**src/rtl/qsfp_link_pkg.sv**
```systemverilog
// qsfp_link_pkg: shared beat type, link FSM states and width helpers for the QSFP link model.
package qsfp_link_pkg;
    localparam int QSFP_DATA_BITS = 256;
    typedef struct packed {
        logic                      valid;
        logic [QSFP_DATA_BITS-1:0] bits;
    } qsfp_beat_t;
    typedef enum logic {TRAIN, UP} link_state_e;
    function automatic int ptr_w(input int depth);
        return $clog2(depth) + 1;
    endfunction
    function automatic int cred_w(input int depth);
        return $clog2(depth + 1);
    endfunction
endpackage

```
**src/rtl/qsfp_link_fifo.sv**
```systemverilog
// qsfp_link_fifo: DEPTH-entry receive FIFO with a registered head; an empty FIFO loads a write straight into the head.
module qsfp_link_fifo
    import qsfp_link_pkg::*;
#(
    parameter int DATA_BITS = QSFP_DATA_BITS,
    parameter int DEPTH     = 16
) (
    input  logic                 clock,
    input  logic                 reset,
    input  logic                 wr_en,
    input  logic [DATA_BITS-1:0] wr_data,
    output logic                 rx_valid,
    output logic [DATA_BITS-1:0] rx_bits,
    input  logic                 rx_ready
);
    localparam int PW = ptr_w(DEPTH);
    localparam int AW = PW - 1;
    logic [DATA_BITS-1:0] mem_q [DEPTH];
    logic [PW-1:0]        wp_q, wp_d, rp_q, rp_d;
    logic                 head_v_q, head_v_d;
    logic [DATA_BITS-1:0] head_q, head_d;
    logic                 empty, full, head_free, mem_rd, bypass, mem_wr;
    assign empty     = wp_q == rp_q;
    assign full      = (wp_q[AW] != rp_q[AW]) && (wp_q[AW-1:0] == rp_q[AW-1:0]);
    assign head_free = !head_v_q || rx_ready;
    assign mem_rd    = head_free && !empty;
    assign bypass    = head_free && empty && wr_en;
    assign mem_wr    = wr_en && !bypass;
    assign rx_valid  = head_v_q;
    assign rx_bits   = head_q;
    always_comb begin
        wp_d     = mem_wr ? wp_q + PW'(1) : wp_q;
        rp_d     = mem_rd ? rp_q + PW'(1) : rp_q;
        head_v_d = head_free ? (mem_rd || wr_en) : head_v_q;
        head_d   = mem_rd ? mem_q[rp_q[AW-1:0]] : bypass ? wr_data : head_q;
    end
    always_ff @(posedge clock) begin
        if (!reset) begin
            wp_q     <= '0;
            rp_q     <= '0;
            head_v_q <= 1'b0;
            head_q   <= '0;
        end else begin
            wp_q     <= wp_d;
            rp_q     <= rp_d;
            head_v_q <= head_v_d;
            head_q   <= head_d;
        end
    end
    always_ff @(posedge clock)
        if (mem_wr) mem_q[wp_q[AW-1:0]] <= wr_data;
`ifndef SYNTHESIS
    always_ff @(posedge clock)
        if (reset) assert (!(mem_wr && full)) else $error("qsfp_link_fifo: write into full FIFO");
`endif
endmodule

```
**config.mk**
```make
export PLATFORM = sky130hd
export DESIGN_NAME = qsfp_link_fifo
export DESIGN_NICKNAME = d
export VERILOG_FILES = /design/src/rtl/qsfp_link_pkg.sv /design/src/rtl/qsfp_link_fifo.sv
export SDC_FILE = /design/constraint.sdc
export NUM_CORES = 2
export LEC_CHECK = 0
export CORE_MARGIN = 2
export CORE_UTILIZATION = 60
export CTS_BUF_LIST = sky130_fd_sc_hd__clkbuf_8
export CTS_CLUSTER_SIZE = 16
export DETAILED_ROUTE_END_ITERATION = 16
export GPL_TIMING_DRIVEN = 0
export PLACE_DENSITY = 0.79
export SLEW_MARGIN = 10
export SYNTH_ARGS = -nofsm -noshare
export SYNTH_HDL_FRONTEND = slang
export SYNTH_SLANG_ARGS = --single-unit
```
**constraint.sdc**
```tcl
create_clock -name clock -period 19.5 [get_ports clock]
set_clock_uncertainty 0.2 [all_clocks]
set_input_delay 3.9 -clock clock [delete_from_list [all_inputs] [get_ports clock]]
set_output_delay 3.9 -clock clock [all_outputs]
set_load 0.02 [all_outputs]
```
Yosys cells after proc, flatten, opt, wreduce, memory -nomap -nowiden
Memory sizes are Yosys's and may differ from the RTL's. A register that Yosys moved wholly into a read port is not among the register bits. Cells that the tools add are included.

Memory bits (writable): 4096. Memories: 1. Output and inout port bits: 257. Flip-flop bits (word level): 267.

Memory list: mem_q (depth 16, bits a word 256, rd ports 1, clocked after Yosys merged registers in 1, wr ports 1, line qsfp_link_fifo.sv:18) `logic [DATA_BITS-1:0] mem_q [DEPTH];`.

Reductions and logical operators: 10. Add/subtract/negate cells: 2. Eq/ne operators: 1. Muxes and demuxes: 6.

Operators by type and width (count): $mux 256 (2); $add 5x1->5 const B (2); $mux 4 (2); $eq 5x5->1 (1); $logic_and 1x1->1 (4); $logic_not 1->1 (3); $logic_or 1x1->1 (2); $mux 1 (2); $reduce_bool 2->1 (1).

Depth between registers and ports, before layout
Depth after elaboration: 8. Mapped depth: 9.

Worst setup path before layout
No wires, ideal clock.

Path kind: input -> register. Start point: input rx_ready. End point: memory mem_q[10][0] (netlist bit), enable pin. Cell stages on the path: 4. Data required time: 18.649 ns. Path slack: 8.030 ns. Arrival time: 10.620 ns. Cells stage by stage: nand2b_1 > a31oi_1 > clkbuf_1 > and3_1.

Word-level cells in the longest chain between the ends: 7.

RTL lines: start, declared (line qsfp_link_fifo.sv:14) `input logic rx_ready`; $logic_or 1x1->1 (line qsfp_link_fifo.sv:25) `assign head_free = !head_v_q || rx_ready;`; $logic_and 1x1->1 (2 in series) (line qsfp_link_fifo.sv:27) `assign bypass = head_free && empty && wr_en;`; $logic_not 1->1 (line qsfp_link_fifo.sv:28) `assign mem_wr = wr_en && !bypass;`; $logic_and 1x1->1 (line qsfp_link_fifo.sv:28); $mux 1 (line qsfp_link_fifo.sv:51) `if (mem_wr) mem_q[wp_q[AW-1:0]] <= wr_data;`; $mux 1 (not written as such) (line qsfp_link_fifo.sv:51); end, declared (line qsfp_link_fifo.sv:18).

No other way between the ends.

Worst setup path after layout
Start point: input rx_ready. End point: memory mem_q[4][105] (netlist bit), enable pin.

Same word-level chain as after synthesis.

==> results.txt <==
Run status: complete, no violations
Hpwl dp: 254.6 mm
Pleak: 59.47 nW
Root Buffer: clkbuf_8
Num CTS Buffers: 661
Final TNS setup: 0 ps
Clk slew on worst S/H paths: 60 ps
Pwr dens: 121.1 nW/µm²
Seq cells post-synth: 4367
First-pass GRT wire length: 594.0 mm
RSZ-0062 raised after global routing: false
Vias in the first global route: 86237
Least-Margin Pin Slew: 1127 ps
Tot Pwr: 22.95 mW
P&R area growth vs syn: 15.56%
Most frequent cells in the layout: edfxtp_1 (4096), mux4_2 (1024), clkbuf_8 (720), clkdlybuf4s50_1 (515), a22oi_1 (512)
Reg2reg start: wp_q[0]
Largest net degree at the start of global routing: 51
Slew HR: 0.2456
Crit path cell chain: clkdlybuf4s50_1 > nand2b_1 > a31oi_1 > clkbuf_1 > and3_4 > buf_16 > buf_16 > buf_16
Die area: 277500 µm²
Post-synthesis sequential area ratio: 0.7831
Synth area leader: edfxtp_1
Startpoint types: input port
Total track usage: 0.2991
First-pass DRT Iterations: 8
Antenna-violating nets left: 0
Wirelength per Cell: 32.87 µm
Register Area: 128400 µm²
Die H: 526.8 µm
Max-Cap Viols: 0
Syn_nets: 7486
Fin crit share: 0.3607
CP max stage delay: 840 ps
Clock Path Buffers: 4
Crit. Startpoint: rx_ready
Cell count after synthesis: 7221
Final Max Tran Viols: 0
Total global routing overflow: 0
Type of the worst min-delay path: flop to flop
Core area: 271200 µm²
Layout cells sized above 1: 0.2737
Initial antenna violation count: 81
Top cell type's share of synthesized area: 0.7500
Fin crit period: 7033 ps
Drt total wl: 417.8 mm
CP Buf/Inv Count: 5
Crit. End Element: flop
# resized after CTS: 0
DRC: 0
Commonest non-fill, non-tap cell in the layout: edfxtp_1
CTS tree: yes
Clk sinks: 4367
Async S/R FF share, synth: 0
Final hold vios: 0
Synth Flop Type: edfxtp_1
NumNets Final: 8781
Die Span X: 526.8 µm
Initial core utilization: 0.6046
Cell mode on critical path: buf_16
Fillers: 15349
Postcts setup bufs: 0
Top delay family on crit path: buffers and inverters
Clock latency on the worst-skew pair: 1210 ps
Worst Path Max Fanout: 41
Worst Setup Path Type: input port to flop
Hold wc startpoint: wp_q[4]
Routability congestion estimate: 0.7820
Largest cells by area after synthesis: edfxtp_1 (75%), mux4_2 (14%), dfxtp_1 (3.3%)
Detailed Route Iter0 Violations: 11571
Synth warnings: 0
CP max-delay cell: and3_4
Multi-input logic area: 33300 µm²
Via density per instance: 6.668
Syn Area/Cell: 22.71 µm²
Cts hold-fix bufs: 0
Number of top-level pins: 517
FP Rows: 191
Number of synthesized flops with an enable pin: 4096
H-tree depth: 6
Setup-failing EPs final: 0
WP data arrival: 7670 ps
VDD IR max: 0.08188 mV
Port Buffers: 515
Achievable Freq: 142.2 MHz
Via count: 84756
WP data required: 20140 ps
Synth cell types: 36
Cell Area, Synth: 164000 µm²
-- where the power goes --
part	switching (mW)	leakage, nW	total, mW	internal (mW)
Sequential	0.285	39.1	11.1	10.8
Clock	3.56	7.49	7.12	3.56
Combinational	2.72	12.8	4.74	2.02
-- metrics by stage --
stage | hold WS [ps] | setup WS, ps | utilization | cell area (µm²) | instances
final | 304.8 | 12470 | 0.6987 | 189500 | 12711
after global routing | 324.8 | 12490 | 0.6985 | 189500 | 12682
after CTS | 299.2 | 12590 | 0.6981 | 189400 | 12648
after detailed placement | 292.7 | 11320 | 0.6517 | 176800 | 11423
after global placement | 274.5 | 79.47 | 0.6401 | 173600 | 11306
after floorplan | 255.4 | 8030 | - | 164000 | 7221
-- worst paths after layout --
| path | depth (start not counted) | slack, ps | to |
|---|---|---|---|
| hold reg to reg | 2 | 300 | wp_q[4] |
| hold / removal | 2 | 300 | wp_q[4] |
| setup / recovery | 8 | 12470 | mem_q[4][105] |
| setup reg to reg | 8 | 15230 | mem_q[4][105] |
-- cells by family after synthesis --
group / count (synthesis) / share of synthesized area
DFF: 4367 / 0.7831
muxes: 1284 / 0.1584
AOI/OAI and AO/OA: 1037 / 0.04151
buffers and inverters: 464 / 0.01434
and+or+nand+nor: 57 / 0.001892
xor gates and xnor gates: 7 / 0.0003738
adders and majority gates: 5 / 0.0003815
-- final cells by class --
| cell class | count | share of cell area |
|---|---|---|
| clock inverter | 505 | 0.01425 |
| multi-input combinational | 2390 | 0.1757 |
| tap | 3570 | 0.02357 |
| buffer | 460 | 0.01244 |
| inverter | 4 | 0.00007922 |
| antenna | 63 | 0.0008318 |
| sequential | 4367 | 0.6776 |
| timing repair buffer | 632 | 0.04324 |
| clock buffer | 720 | 0.05229 |
-- metal layers --
layer  vias to the layer above  GRT usage  part of all wire
met5                         -          0           0.00056
met4                        36     0.1336             0.045
met3                       883    0.07503              0.12
met2                      5805     0.4689              0.48
met1                     44073     0.4029              0.36
li1                      33959          -                 -
-- tightest hold or removal path, delay by kind of cell (launching register included) --
kind,cells,cell delay (ps)
AND/OR/NAND/NOR,1,60
AO/OA/AOI/OAI,1,70
flip-flops,1,330
-- cells in the mapped netlist (2+ instances only) --
| master | count |
|---|---|
| edfxtp_1 | 4096 |
| a31oi_1 | 258 |
| buf_1 | 16 |
| buf_2 | 140 |
| and2_1 | 7 |
| xnor2_1 | 5 |
| nand3_1 | 3 |
| o21ai_1 | 100 |
| ha_1 | 5 |
| nand2_1 | 11 |
| o21ai_0 | 159 |
| nand2b_1 | 4 |
| mux2i_1 | 4 |
| mux4_2 | 1024 |
| mux2_2 | 256 |
| inv_1 | 3 |
| nor2_1 | 8 |
| and3_1 | 13 |
| a21oi_1 | 3 |
| buf_4 | 32 |
| clkbuf_1 | 230 |
| nor2b_1 | 6 |
| o21bai_1 | 2 |
| dfxtp_1 | 271 |
| xor2_1 | 2 |
| buf_6 | 42 |
| a22oi_1 | 512 |
-- registers in the layout, indices dropped and copies added (netlist names), named ones only --
register and count:
rx_valid 1, wp_q 5, rx_bits 256, rp_q 5
mem_q 4096
No activity file was read; power rests on OpenSTA's default activity.
